$ cat config.mk
export PLATFORM = sky130hd
export DESIGN_NAME = dmem_lsu
export DESIGN_NICKNAME = d
export VERILOG_FILES = /design/src/rtl/dmem_lsu.sv
export SDC_FILE = /design/constraint.sdc
export NUM_CORES = 1
export LEC_CHECK = 0
export CAP_MARGIN = 15
export CORE_UTILIZATION = 30
export DETAILED_ROUTE_END_ITERATION = 10
export PLACE_DENSITY = 0.54
export SYNTH_ARGS = -nofsm -noshare
export SYNTH_HDL_FRONTEND = slang
export SYNTH_SLANG_ARGS = --single-unit
$ cat constraint.sdc
create_clock -name clk -period 5.4 [get_ports clk]
set_input_delay 1.35 -clock clk [delete_from_list [all_inputs] [get_ports clk]]
set_output_delay 1.35 -clock clk [all_outputs]
set_load 0.03 [all_outputs]
$ cat src/rtl/dmem_lsu.sv
`default_nettype none
// +----------------------------------------------------------------------------+
// | dmem_lsu : load/store unit between the MEM stage and a variable-latency    |
// |            word SRAM. Optional misaligned trap: DMEM_LSU_MISALIGN_TRAP_EN. |
// | Rev 1.0                                                                    |
// +----------------------------------------------------------------------------+
module dmem_lsu #(
  parameter int ADDR_W   = 30,
  parameter int WAIT_MAX = 255
) (
  input  logic              clk,
  input  logic              reset,
  input  logic              cpu_req,
  input  logic              cpu_we,
  input  logic [31:0]       cpu_addr,
  input  logic [31:0]       cpu_wdata,
  input  logic [2:0]        cpu_dmtype,
  output logic [31:0]       cpu_rdata,
  output logic              cpu_stall,
  output logic              cpu_err,
  output logic              cpu_misalign,
  output logic              mem_req,
  output logic              mem_we,
  output logic [ADDR_W-1:0] mem_addr,
  output logic [3:0]        mem_be,
  output logic [31:0]       mem_wdata,
  input  logic              mem_ready,
  input  logic [31:0]       mem_rdata
);

  typedef enum logic [1:0] {
    S_IDLE   = 2'd0,
    S_ACCESS = 2'd1,
    S_DONE   = 2'd2
  } state_t;

  localparam logic [15:0] C_CNT_LAST = 16'(WAIT_MAX - 1);

  state_t            state_q, state_d;
  logic              we_q, we_d;
  logic [ADDR_W-1:0] addr_q, addr_d;
  logic [3:0]        be_q, be_d;
  logic [31:0]       wdata_q, wdata_d;
  logic [2:0]        dmtype_q, dmtype_d;
  logic [1:0]        lane_q, lane_d;
  logic [15:0]       cnt_q, cnt_d;
  logic [31:0]       rdata_q, rdata_d;
  logic              err_q, err_d;
  logic              misalign_q, misalign_d;

  logic              is_half, is_byte, misaligned;
  logic [3:0]        be_new;
  logic [31:0]       wdata_new, load_ext;
  logic [15:0]       half_sel;
  logic [7:0]        byte_sel;

  // Request decode: byte-lane enables and lane-replicated store data
  always_comb begin
    is_half = (cpu_dmtype == 3'b001) || (cpu_dmtype == 3'b010);
    is_byte = (cpu_dmtype == 3'b011) || (cpu_dmtype == 3'b100);
    if (is_byte) begin
      be_new    = 4'b0001 << cpu_addr[1:0];
      wdata_new = {4{cpu_wdata[7:0]}};
    end else if (is_half) begin
      be_new    = cpu_addr[1] ? 4'b1100 : 4'b0011;
      wdata_new = {2{cpu_wdata[15:0]}};
    end else begin
      be_new    = 4'b1111;
      wdata_new = cpu_wdata;
    end
  end

`ifdef DMEM_LSU_MISALIGN_TRAP_EN
  assign misaligned = (is_half && cpu_addr[0]) ||
                      (!is_half && !is_byte && (cpu_addr[1:0] != 2'b00));
`else
  assign misaligned = 1'b0;
`endif

  // Load extraction uses the latched lane and type, not the live CPU inputs
  always_comb begin
    byte_sel = mem_rdata[{lane_q, 3'b000} +: 8];
    half_sel = mem_rdata[{lane_q[1], 4'b0000} +: 16];
    case (dmtype_q)
      3'b001:  load_ext = {{16{half_sel[15]}}, half_sel};
      3'b010:  load_ext = {16'h0000, half_sel};
      3'b011:  load_ext = {{24{byte_sel[7]}}, byte_sel};
      3'b100:  load_ext = {24'h000000, byte_sel};
      default: load_ext = mem_rdata;
    endcase
  end

  always_comb begin
    state_d    = state_q;
    we_d       = we_q;
    addr_d     = addr_q;
    be_d       = be_q;
    wdata_d    = wdata_q;
    dmtype_d   = dmtype_q;
    lane_d     = lane_q;
    cnt_d      = cnt_q;
    rdata_d    = rdata_q;
    err_d      = 1'b0;
    misalign_d = 1'b0;
    case (state_q)
      S_IDLE: begin
        if (cpu_req) begin
          we_d     = cpu_we;
          addr_d   = cpu_addr[ADDR_W+1:2];
          be_d     = be_new;
          wdata_d  = wdata_new;
          dmtype_d = cpu_dmtype;
          lane_d   = cpu_addr[1:0];
          cnt_d    = 16'd0;
          if (misaligned) begin
            state_d    = S_DONE;
            misalign_d = 1'b1;
            rdata_d    = 32'h0;
          end else begin
            state_d = S_ACCESS;
          end
        end
      end
      S_ACCESS: begin
        // A ready in the final watchdog cycle still completes normally
        if (mem_ready) begin
          state_d = S_DONE;
          rdata_d = load_ext;
        end else if (cnt_q == C_CNT_LAST) begin
          state_d = S_DONE;
          err_d   = 1'b1;
          rdata_d = 32'h0;
        end else begin
          cnt_d = cnt_q + 16'd1;
        end
      end
      S_DONE:  state_d = S_IDLE;
      default: state_d = S_IDLE;
    endcase
  end

  always_ff @(posedge clk or negedge reset) begin
    if (!reset) begin
      state_q    <= S_IDLE;
      we_q       <= 1'b0;
      addr_q     <= '0;
      be_q       <= 4'h0;
      wdata_q    <= 32'h0;
      dmtype_q   <= 3'b000;
      lane_q     <= 2'b00;
      cnt_q      <= 16'd0;
      rdata_q    <= 32'h0;
      err_q      <= 1'b0;
      misalign_q <= 1'b0;
    end else begin
      state_q    <= state_d;
      we_q       <= we_d;
      addr_q     <= addr_d;
      be_q       <= be_d;
      wdata_q    <= wdata_d;
      dmtype_q   <= dmtype_d;
      lane_q     <= lane_d;
      cnt_q      <= cnt_d;
      rdata_q    <= rdata_d;
      err_q      <= err_d;
      misalign_q <= misalign_d;
    end
  end

  assign cpu_stall    = reset & cpu_req & (state_q != S_DONE);
  assign cpu_rdata    = rdata_q;
  assign cpu_err      = err_q;
  assign cpu_misalign = misalign_q;
  assign mem_req      = (state_q == S_ACCESS);
  assign mem_we       = we_q;
  assign mem_addr     = addr_q;
  assign mem_be       = be_q;
  assign mem_wdata    = wdata_q;

endmodule
`default_nettype wire
# Word level (Yosys, flattened, before mapping)
# Index checks and enable logic that the tools add are counted.
# word_totals
register_bits	123
input_bits	104
out_inout_bits	103
word_cells	59
# classes
addsub	1
eq_ne	15
shift	3
muxes	19
bitwise	2
reduce_logical	9
# ops
operator	count
2-to-1 mux 32 bit	4
case mux 32 bit (4 select lines)	1
2-to-1 mux 16 bit	3
case mux 16 bit (2 select lines)	1
indexed part select 32 x 6 -> 16 bit	1
indexed part select 32 x 6 -> 8 bit	1
adder 16 x 1 -> 16 bit, second input constant	1
equality test 16 x 8 -> 1 bit, second input constant	1
equality test 3 x 2 -> 1 bit, second input constant	4
2-to-1 mux 4 bit	3
!= test 2 bit, second input constant	4
equality test 3 x 1 -> 1 bit, second input constant	2
equality test 3 bit, second input constant	2
2-to-1 mux 2 bit	3
AND reduction 2 bit	3
case mux 2 bit (2 select lines)	1
AND reduction 4 bit	1
nonzero test 2 bit	2
<< shifter 1 x 2 -> 4 bit, first input constant	1
2-to-1 mux 1 bit	3
!= test 3 x 1 -> 1 bit, second input constant	1
bitwise AND 1 bit	2
equality test 2 x 1 -> 1 bit, second input constant	1
logical NOT 2 bit	1
logical OR 1 bit	2

# Longest topological paths before layout
# logic_depth
ltp_word	4
depth_mapped	8
ltp_nobuf	6

# Worst setup path after synthesis
# OpenSTA, ideal clock, no wires.
# synth_path
path_kind	input to output
start	in reset
end	out cpu_stall
arrival_ns	1.869
required_time_ns	4.050
setup_slack_ns	2.181
path_stages	2
path_buffers	0
path_cell_list	nand2_1 a21oi_1
# synth_between
elab_chain_cells	2
# synth_lines
element	line	text
from (decl)	12	input logic reset,
bitwise AND 1 bit (2 in a row)	170	assign cpu_stall = reset & cpu_req & (state_q != S_DONE);
to (decl)	19	output logic cpu_stall,
# No other way between the ends.

# Worst setup path in the final report
# layout_path
start	in cpu_req
end	out cpu_stall
# layout_between
elab_chain_cells	2
# layout_lines
element	line	text
from (decl)	13	input logic cpu_req,
bitwise AND 1 bit (2 in a row)	170	
# No other way between the ends.

==> impl_metrics.py <==
metrics = {
    "timing": {
        "slew_viol_final": 0,
        "fmax_mhz": 249,
        "setup_slack_ns": 1.39,
        "rsz0062_at_grt": "false",
        "relSlewSlack_pct": 13.9,
        "period_share_pct": 74.3,
        "period_minus_slack_ns": 4.01,
        "hold_violations": 0,
        "tightest_slew_ns": 1.27,
        "skew_ns": 0.0103,
        "fin_setup_tns_ns": 0,
        "setup_viol": 0,
    },
    "worst_setup_path": {
        "path_buf_inv": 2,
        "r2r_end": "cpu_rdata[6]",
        "worstSetupEndpointType": "primary output",
        "cpMaxStageDelayCell": "clkdlybuf4s50_1",
        "critPathRequiredTime_ns": 4.05,
        "crit_start": "cpu_req",
        "worstSetupEndpoint": "cpu_stall",
        "worst-r2r-cell-count": 5,
        "worstPathArrival_ns": 2.66,
        "cp_max_fo": 2,
        "worst-setup-path-type": "in -> out",
        "cp_cell_sequence": "clkdlybuf4s50_1, nand2_1, a21oi_1, clkdlybuf4s50_1",
        "cp-start-kind": "input port",
        "critical_path.top_delay_family": "buffers and inverters",
        "r2r_start": "dmtype_q[0]",
        "r2r_slack_ns": 2.61,
        "cpMostUsedCell": "clkdlybuf4s50_1",
        "max_stage_delay_ns": 0.68,
        "critical_path_depth": 4,
    },
    "synth": {
        "synth_area_um2": 6420,
        "synthesis.nets": 838,
        "synth_top_cell_area_share_pct": 47.9,
        "synth_edf_count": 0,
        "ys_warn_count": 0,
        "synth_common_cells": "nand2_1, dfrtp_1, o21ai_0",
        "async_flop_share_pct": 100,
        "ys_top_cells_by_area": "dfrtp_1, nand2_1, o21ai_0, mux2i_1, nor2_1",
        "synth.largest_area_cell": "dfrtp_1",
        "synth_ff_type": "dfrtp_1",
        "syn_avg_cell_area_um2": 8.77,
        "ys_ff_latch": 123,
        "synth_seq_area_share_pct": 47.9,
        "yosysMostFrequentCell": "nand2_1",
        "syn_inst": 732,
        "ys_types": 68,
    },
    "detailed_routing": {
        "num_vias": 5937,
        "viasPerCell": 4.94,
        "wl_per_cell_um": 16.8,
        "antenna_left": 0,
        "first_pass_iters": 5,
        "routed_wl_um": 20200,
        "drc_errors": 0,
        "drt-initial-drc-count": 283,
    },
    "placed_design": {
        "gp_congestion": 0.785,
        "postPlaceCellArea_um2": 8650,
        "dp_hpwl_um": 14200,
        "dp_cells": 1168,
        "io_buffers": 205,
        "place_worst_setup_slack_ns": 1.30,
    },
    "clock_tree": {
        "clkTransAtPathRegs_ns": 0.06,
        "cts_sinks": 123,
        "clk_latency_ns": 0.42,
        "cts-buffers-inserted": 17,
        "cts_tree": "done",
        "cts_setup_buffers": 0,
        "cts_resized": 0,
        "cts_root_buf": "clkbuf_16",
        "cts_max_level": 4,
        "cts_buffer_depth": 2,
        "holdBufCountCts": 0,
    },
    "cells_and_area": {
        "layoutNonFillerInstCount": 1201,
        "fin_util_pct": 43.9,
        "fin_nets": 1019,
        "fillers": 2107,
        "fin_area_um2": 9230,
        "antenna_cells": 0,
        "syn2layout_area_growth_pct": 43.7,
        "drive_above_1_share_pct": 6.91,
    },
    "grt": {
        "antenna_found_initial": 0,
        "grtUsageMet1_pct": 25.3,
        "grt_usage_pct": 19.0,
        "grt_max_degree": 82,
        "grt_use_met3_pct": 6.81,
        "met2_usage_pct": 28.3,
        "top_usage_layer": "met2",
        "grt_pass1_wl_um": 32400,
        "grt_overflow": 0,
        "first_global_vias": 5901,
    },
    "floorplanning": {
        "initial_core_util_pct": 30.5,
        "die_w_um": 148,
        "dieArea_um2": 22000,
        "core_area_um2": 21000,
        "rows": 53,
        "die_h_um": 148,
        "ios": 207,
    },
    "hold_path": {
        "hp-class": "reg -> reg",
    },
    "power_and_ir_drop": {
        "p_per_area_nw_per_um2": 547,
        "ir_drop_uv": 234,
        "leakagePower_nw": 3.97,
    },
    "run": {
        "cap_violations": 0,
    },
    "run_status": {
        "status": "completed",
    },
}
==> worst min-delay path by stage <==
| stage | endpoint | slack [ns] | startpoint | cells after the start |
|---|---|---|---|---|
| global route | mem_addr[9] | 0.50 | mem_addr[9] | 2 |
| global placement | mem_addr[25] | 0.46 | mem_addr[25] | 2 |
| floorplan | cnt_q[7] | 0.47 | cnt_q[7] | 1 |
| detailed placement | mem_wdata[1] | 0.46 | mem_wdata[1] | 2 |
| CTS | mem_addr[25] | 0.48 | mem_addr[25] | 2 |
| finish | mem_addr[29] | 0.47 | mem_addr[29] | 2 |
==> cells by family after synthesis <==
group           Yosys count  share of synthesized area (%)
xor+xnor                 13                           2.01
compound gates          186                           19.0
fa+ha+maj                 4                          0.701
buf+inv                  68                           4.62
mux                      32                           5.32
simple gates            305                           20.4
flops                   123                           47.9
other cells               1                         0.0584
==> where the power goes <==
part / switching (mW) / internal (mW) / leakage, nW / total [mW]
sequential: 0.279 / 1.27 / 1.55 / 1.54
combinational: 1.46 / 0.957 / 2.15 / 2.42
clock: 0.438 / 0.647 / 0.270 / 1.09
total: 2.18 / 2.87 / 3.97 / 5.05
==> cell usage in the layout, fill, tap and decap left out, types with 4 or more instances in the layout <==
master	instances
clkdlybuf4s50_1	204
a22o_1	8
inv_1	13
xor2_1	9
nand2b_1	5
a211oi_1	14
a22oi_1	13
o21ai_0	63
nand3_1	15
clkbuf_16	17
o2111ai_1	7
o22ai_1	7
o21ai_1	4
o211ai_1	16
o311ai_0	4
nor3_1	10
buf_4	10
nor2_1	37
nand2_1	203
a21oi_1	26
nor2b_1	8
clkinv_4	4
mux2i_1	24
mux2_2	7
dfrtp_1	123
nor4_1	4
==> final cells by class <==
cell class | instances | area [um^2] | area share, %
Inverter | 15 | 56.3 | 0.610
Clock buffer | 19 | 443 | 4.80
Clock inverter | 13 | 120 | 1.30
Timing Repair Buffer | 215 | 2130 | 23.1
Multi-Input combinational cell | 541 | 3060 | 33.1
Sequential cell | 123 | 3080 | 33.4
Tap cell | 275 | 344 | 3.73
==> stage by stage <==
step	power, mW	hold slack, ns
2_1_floorplan	2.95	0.475
3_3_place_gp	3.99	0.457
3_5_place_dp	3.99	0.462
4_1_cts	5.11	0.475
5_1_grt	5.38	0.497
6_report	5.05	0.471
==> routing by layer <==
| layer | wire length (um) | share of wire (%) | vias to the layer above |
|---|---|---|---|
| li1 | - | - | 2925 |
| met1 | 9130 | 45 | 2771 |
| met2 | 8930 | 44 | 223 |
| met3 | 1830 | 9.1 | 18 |
| met4 | 285 | 1.4 | 0 |
| met5 | 0 | 0 | - |
==> worst min-delay path, delay by kind of cell, from the launching register on <==
| family | cells | cell delay, ns |
|---|---|---|
| flops | 1 | 0.34 |
| simple gates | 2 | 0.10 |
==> registers in the layout (all words and copies together) (netlist names) <==
signal / count
mem_addr: 30
mem_wdata: 32
cnt_q: 16
mem_we: 1
cpu_rdata: 32
lane_q: 2
state_q: 2
cpu_err: 1
mem_be: 4
dmtype_q: 3
No activity file was read; power rests on OpenSTA's default activity.
